**config.mk**
```make
export PLATFORM = sky130hd
export DESIGN_NAME = riscv_instr_encoder_flat
export DESIGN_NICKNAME = d
export VERILOG_FILES = /design/src/rtl/riscv_instr_encoder_if.sv /design/src/rtl/riscv_instr_encoder.sv /design/src/flat_wrapper.sv
export SDC_FILE = /design/constraint.sdc
export NUM_CORES = 1
export LEC_CHECK = 0
export ABC_AREA = 1
export CORE_MARGIN = 2
export CORE_UTILIZATION = 54
export DETAILED_ROUTE_END_ITERATION = 7
export PLACE_DENSITY_LB_ADDON = 0.05
export SYNTH_ARGS = -nofsm -noshare
export SYNTH_HDL_FRONTEND = slang
export SYNTH_SLANG_ARGS = --single-unit
```
**constraint.sdc**
```tcl
create_clock -name clk -period 4.4 [get_ports clk]
set_clock_uncertainty 0.1 [all_clocks]
set_input_delay 0.44 -clock clk [delete_from_list [all_inputs] [get_ports clk]]
set_output_delay 0.44 -clock clk [all_outputs]
set_load 0.005 [all_outputs]
```
**src/rtl/riscv_instr_encoder_if.sv**
```systemverilog
// Field-bundle handshake and instruction-memory write bus for the RV32I encoder.
// The master drives decoded fields and prog_start; the slave returns in_ready and the memory-side strobes.
interface riscv_instr_encoder_if #(parameter int DEPTH_LOG2 = 6);
  logic                  prog_start;
  logic                  in_valid;
  logic                  in_ready;
  logic [2:0]            in_class;
  logic [2:0]            in_alu_fn;
  logic [4:0]            in_rd;
  logic [4:0]            in_rs1;
  logic [4:0]            in_rs2;
  logic [31:0]           in_imm;
  logic                  mem_we;
  logic [DEPTH_LOG2-1:0] mem_addr;
  logic [31:0]           mem_wdata;
  logic                  err;
  logic                  full;
  logic [DEPTH_LOG2:0]   count;

  modport master (
    output prog_start, in_valid, in_class, in_alu_fn, in_rd, in_rs1, in_rs2, in_imm,
    input  in_ready, mem_we, mem_addr, mem_wdata, err, full, count
  );

  modport slave (
    input  prog_start, in_valid, in_class, in_alu_fn, in_rd, in_rs1, in_rs2, in_imm,
    output in_ready, mem_we, mem_addr, mem_wdata, err, full, count
  );
endinterface

```
**src/rtl/riscv_instr_encoder.sv**
```systemverilog
// Streaming RV32I instruction encoder: registers a decoded field bundle, encodes it next cycle
// and writes the word to instruction memory at an auto-incrementing address.
module riscv_instr_encoder #(
  parameter int DEPTH_LOG2 = 6
) (
  input logic                  clk,
  input logic                  rst_n,
  riscv_instr_encoder_if.slave bus
);

  typedef enum logic [1:0] {IDLE, LOAD, WRITE, FULL} state_t;

  state_t                state_q;
  logic [2:0]            class_q;
  logic [2:0]            aluFn_q;
  logic [4:0]            rd_q;
  logic [4:0]            rs1_q;
  logic [4:0]            rs2_q;
  logic [31:0]           imm_q;
  logic [DEPTH_LOG2-1:0] ptr_q;
  logic [DEPTH_LOG2:0]   count_q;
  logic                  memWe_q;
  logic                  err_q;
  logic                  full_q;
  logic [DEPTH_LOG2-1:0] addr_q;
  logic [31:0]           wdata_q;

  logic        aluOk;
  logic        isSub;
  logic [2:0]  aluF3;
  logic        legal;
  logic [31:0] encWord;
  logic        fitsI;
  logic        fitsB;
  logic        fitsJ;

  assign bus.in_ready  = (state_q == LOAD) && !bus.prog_start;
  assign bus.mem_we    = memWe_q;
  assign bus.mem_addr  = addr_q;
  assign bus.mem_wdata = wdata_q;
  assign bus.err       = err_q;
  assign bus.full      = full_q;
  assign bus.count     = count_q;

  // A value fits a signed N-bit field when every bit above the field's sign bit matches it.
  assign fitsI = (imm_q[31:11] == '0) || (imm_q[31:11] == '1);
  assign fitsB = ((imm_q[31:12] == '0) || (imm_q[31:12] == '1)) && !imm_q[0];
  assign fitsJ = ((imm_q[31:20] == '0) || (imm_q[31:20] == '1)) && !imm_q[0];

  always_comb begin
    aluOk = 1'b1;
    isSub = 1'b0;
    aluF3 = 3'b000;
    case (aluFn_q)
      3'b000:  aluF3 = 3'b000;
      3'b001:  isSub = 1'b1;
      3'b010:  aluF3 = 3'b111;
      3'b011:  aluF3 = 3'b110;
      3'b101:  aluF3 = 3'b010;
      default: aluOk = 1'b0;
    endcase
  end

  always_comb begin
    legal   = 1'b0;
    encWord = '0;
    case (class_q)
      3'd0: begin
        legal   = aluOk;
        encWord = {1'b0, isSub, 5'b0, rs2_q, rs1_q, aluF3, rd_q, 7'b0110011};
      end
      3'd1: begin
        legal   = aluOk && !isSub && fitsI;
        encWord = {imm_q[11:0], rs1_q, aluF3, rd_q, 7'b0010011};
      end
      3'd2: begin
        legal   = fitsI;
        encWord = {imm_q[11:0], rs1_q, 3'b010, rd_q, 7'b0000011};
      end
      3'd3: begin
        legal   = fitsI;
        encWord = {imm_q[11:5], rs2_q, rs1_q, 3'b010, imm_q[4:0], 7'b0100011};
      end
      3'd4: begin
        legal   = fitsB;
        encWord = {imm_q[12], imm_q[10:5], rs2_q, rs1_q, 3'b000, imm_q[4:1], imm_q[11], 7'b1100011};
      end
      3'd5: begin
        legal   = fitsJ;
        encWord = {imm_q[20], imm_q[10:1], imm_q[11], imm_q[19:12], rd_q, 7'b1101111};
      end
      default: legal = 1'b0;
    endcase
  end

  // prog_start is applied last so a write already in flight still lands before the pointer clears.
  always_ff @(posedge clk) begin
    if (!rst_n) begin
      state_q <= IDLE;
      class_q <= '0;
      aluFn_q <= '0;
      rd_q    <= '0;
      rs1_q   <= '0;
      rs2_q   <= '0;
      imm_q   <= '0;
      ptr_q   <= '0;
      count_q <= '0;
      memWe_q <= 1'b0;
      err_q   <= 1'b0;
      full_q  <= 1'b0;
      addr_q  <= '0;
      wdata_q <= '0;
    end else begin
      memWe_q <= 1'b0;
      err_q   <= 1'b0;
      case (state_q)
        IDLE: state_q <= IDLE;
        LOAD: begin
          if (bus.in_valid && bus.in_ready) begin
            class_q <= bus.in_class;
            aluFn_q <= bus.in_alu_fn;
            rd_q    <= bus.in_rd;
            rs1_q   <= bus.in_rs1;
            rs2_q   <= bus.in_rs2;
            imm_q   <= bus.in_imm;
            state_q <= WRITE;
          end
        end
        WRITE: begin
          if (legal) begin
            memWe_q <= 1'b1;
            addr_q  <= ptr_q;
            wdata_q <= encWord;
            ptr_q   <= ptr_q + 1'b1;
            count_q <= count_q + 1'b1;
            if (ptr_q == '1) begin
              full_q  <= 1'b1;
              state_q <= FULL;
            end else begin
              state_q <= LOAD;
            end
          end else begin
            err_q   <= 1'b1;
            state_q <= LOAD;
          end
        end
        FULL:    state_q <= FULL;
        default: state_q <= IDLE;
      endcase
      if (bus.prog_start) begin
        ptr_q   <= '0;
        count_q <= '0;
        full_q  <= 1'b0;
        state_q <= LOAD;
      end
    end
  end

endmodule

```
**src/flat_wrapper.sv**
```systemverilog
// flat-port wrapper written by rule: the top's interface ports become plain ports
module riscv_instr_encoder_flat 
#(
  parameter int DEPTH_LOG2 = 6
)
  (clk, rst_n, bus_prog_start, bus_in_valid, bus_in_class, bus_in_alu_fn, bus_in_rd, bus_in_rs1, bus_in_rs2, bus_in_imm, bus_in_ready, bus_mem_we, bus_mem_addr, bus_mem_wdata, bus_err, bus_full, bus_count);
  riscv_instr_encoder_if #(.DEPTH_LOG2(DEPTH_LOG2)) bus_i ();
  input logic clk;
  input logic rst_n;
  input wire logic [$bits(bus_i.prog_start)-1:0] bus_prog_start;
  input wire logic [$bits(bus_i.in_valid)-1:0] bus_in_valid;
  input wire logic [$bits(bus_i.in_class)-1:0] bus_in_class;
  input wire logic [$bits(bus_i.in_alu_fn)-1:0] bus_in_alu_fn;
  input wire logic [$bits(bus_i.in_rd)-1:0] bus_in_rd;
  input wire logic [$bits(bus_i.in_rs1)-1:0] bus_in_rs1;
  input wire logic [$bits(bus_i.in_rs2)-1:0] bus_in_rs2;
  input wire logic [$bits(bus_i.in_imm)-1:0] bus_in_imm;
  output wire logic [$bits(bus_i.in_ready)-1:0] bus_in_ready;
  output wire logic [$bits(bus_i.mem_we)-1:0] bus_mem_we;
  output wire logic [$bits(bus_i.mem_addr)-1:0] bus_mem_addr;
  output wire logic [$bits(bus_i.mem_wdata)-1:0] bus_mem_wdata;
  output wire logic [$bits(bus_i.err)-1:0] bus_err;
  output wire logic [$bits(bus_i.full)-1:0] bus_full;
  output wire logic [$bits(bus_i.count)-1:0] bus_count;
  assign bus_i.prog_start = bus_prog_start;
  assign bus_i.in_valid = bus_in_valid;
  assign bus_i.in_class = bus_in_class;
  assign bus_i.in_alu_fn = bus_in_alu_fn;
  assign bus_i.in_rd = bus_in_rd;
  assign bus_i.in_rs1 = bus_in_rs1;
  assign bus_i.in_rs2 = bus_in_rs2;
  assign bus_i.in_imm = bus_in_imm;
  assign bus_in_ready = bus_i.in_ready;
  assign bus_mem_we = bus_i.mem_we;
  assign bus_mem_addr = bus_i.mem_addr;
  assign bus_mem_wdata = bus_i.mem_wdata;
  assign bus_err = bus_i.err;
  assign bus_full = bus_i.full;
  assign bus_count = bus_i.count;
  riscv_instr_encoder #(.DEPTH_LOG2(DEPTH_LOG2)) u_core (.clk(clk), .rst_n(rst_n), .bus(bus_i));
endmodule
```
==> results.toml <==
[critical_path]
cp.arrival_ns = 2.91
r2r_cells = 8
required_ns = 4.62
cp-end-kind = "flip-flop"
crit_type = "flip-flop to flip-flop"
r2r_start = "u_core.class_q[0]$_SDFFE_PN0P_"
critical_path.max_fanout = 46
crit_start = "u_core.class_q[0]$_SDFFE_PN0P_"
start_kind = "flip-flop"

[yosys]
yosysUniqueCellTypes = 32
synthCells = 637
syn_area_mm2 = 0.00463
ys.flop_type = "dfxtp_1"
ys_warn_count = 0
synth_top_area_frac = 0.463
synth_edf_count = 0
avgSynthCellArea_um2 = 7.27
yosysTopAreaCell = "dfxtp_1"
synthArstFlopShare = 0
yosys_register_bits = 107
yosysSeqAreaShare = 0.463
syn_nets = 696
ys_top_cells_by_area = "dfxtp_1, a21oi_1, o21ai_0"

[hold_path]
hold_class = "flip-flop to flip-flop"
hold_start = "u_core.rs2_q[3]$_SDFFE_PN0P_"
min_path_cells = 2

[routing]
final_antenna_net_count = 0
drc = 0
drt-initial-drc-count = 256
dr.pass1.iters = 5
viasPerCell = 5.40
avgRoutedWirePerCell_um = 13.5
vias = 4481
totalWireLength_mm = 11.2

[timing]
period_minus_slack_ns = 2.69
setup_viol_count_final = 0
slew_headroom = 0.365
worstMarginPinSlew_ns = 0.949
slew_viol_final = 0
finalCritPeriodShare = 0.610
timing.hold.ws_ns = 0.364
grt_setup_unrepaired = "false"
tns_ns = 0
fmax_mhz = 372
hold_viol_final = 0

[floorplan]
ioPinCount = 106
die_h_um = 96.6
rows = 33
coreArea_mm2 = 0.00826
die_w_um = 96.6
initial_core_util = 0.560
die_area_mm2 = 0.00933

[placed_design]
hpwl_mm = 7.90
io_buffers = 105
place.gp.congestion = 0.874

[power]
peakVddDrop_mv = 0.152
p_leak_nw = 2.18
p_per_area_mw_per_mm2 = 320

[job]
maxCapViolCount = 0

[final_layout]
mostFrequentLayoutCell = "dfxtp_1"
final_cell_mix = "dfxtp_1, clkdlybuf4s50_1, nor2_1, a21oi_1, o21ai_0"
fillers = 693
fin_nets = 779
area_growth_syn_to_layout_pct = 26.8
drive_gt1_frac = 0.0497
antenna_cells = 0
final_core_util = 0.710

[grt]
antenna_found_initial = 0
grt_max_degree = 82
grt_pass1_wl_mm = 18.1
grt_pass1_vias = 3976
gr-total-overflow = 0
track_usage = 0.248

[clocking]
h-tree-depth = 3
ctsResizeCount = 0
cts_setup_buffers = 0
cts_hold_buffers = 0
clock_sinks = 107
cts_buffer_depth = 2
root_buffer = "clkbuf_8"
cts_tree = "done"
cts.clk_slew.worst_paths_ns = 0.10
numCtsBuffers = 9
insertion_delay_ns = 0.37

[status]
status = "completed"
==> cell usage after synthesis (2+ instances only) <==
cell,instances
xor2_1,3
dfxtp_1,107
or3_1,5
o21ai_0,75
a21oi_1,86
xnor2_1,6
buf_4,2
inv_1,63
ha_1,2
nand3b_1,2
o22ai_1,16
nand4_1,6
nand2_2,3
a211oi_1,2
nand3_2,4
clkbuf_1,25
inv_2,6
nand3_1,37
nor3_1,3
buf_2,6
buf_6,2
nor2_1,92
nand2_1,75
==> cell families after synthesis <==
group	Yosys count	synth area share
DFF	107	0.463
xor gates and xnor gates	9	0.0170
adders and majority gates	2	0.00541
buffers and inverters	106	0.0925
and+or+nand+nor	231	0.218
AOI/OAI and AO/OA	182	0.204
==> registers in the layout, indices dropped and copies added (netlist names) <==
register	count
u_core.aluFn_q	3
u_core.bus.count	7
u_core.bus.err	1
u_core.bus.full	1
u_core.bus.mem_addr	6
u_core.bus.mem_wdata	30
u_core.bus.mem_we	1
u_core.class_q	3
u_core.imm_q	32
u_core.ptr_q	6
u_core.rd_q	5
u_core.rs1_q	5
u_core.rs2_q	5
u_core.state_q	2
==> path summary, 6_finish.rpt <==
kind	endpoint	slack, ns
setup / recovery	u_core.bus.mem_wdata[5]$_SDFFE_PN0P_	1.71
hold / removal	u_core.rs2_q[3]$_SDFFE_PN0P_	0.36
setup reg to reg	u_core.bus.mem_wdata[5]$_SDFFE_PN0P_	1.71
hold reg to reg	u_core.rs2_q[3]$_SDFFE_PN0P_	0.36
==> critical path, stage by stage, from the launching register on <==
cell,delay (ns)
dfxtp_1,0.46
nand3_2,0.33
a21oi_1,0.29
nand2_1,0.12
nand3_4,0.24
nand2_4,0.32
inv_2,0.51
nand3_1,0.17
nand2_1,0.09
==> power by group <==
group	switching (mW)	internal, mW	total (mW)
Combinational	0.134	0.107	0.241
Clock	0.334	0.282	0.616
Sequential	0.0183	0.999	1.02
==> layout make-up <==
class                           count  area (um2)  share of cell area
Clock buffer                       11         141              0.0241
Tap cell                          105         131              0.0224
Inverter                           70         263              0.0448
Multi-Input combinational cell    424        2060               0.351
Sequential cell                   107        2140               0.365
Clock inverter                      5        60.1              0.0102
Timing Repair Buffer              108        1070               0.182
==> stage by stage <==
stage                     total power [mW]  area, um2  setup slack (ns)  cells
final                                 1.88       5870              1.71    830
after global routing                  1.95       5870              1.51    830
after CTS                             1.88       5870              1.73    830
after detailed placement              1.28       5670              1.65    814
after global placement                1.27       5670              1.80    814
after floorplan                       1.18       4630              2.68    637
==> routing by layer <==
layer | vias up | share of wire | track usage
met3 | 19 | 0.053 | 0.0318
met5 | - | 0 | 0
met1 | 2037 | 0.45 | 0.322
li1 | 2264 | - | -
met4 | 0 | 0.016 | 0.0927
met2 | 161 | 0.48 | 0.424
No activity file was read; power rests on OpenSTA's default activity.
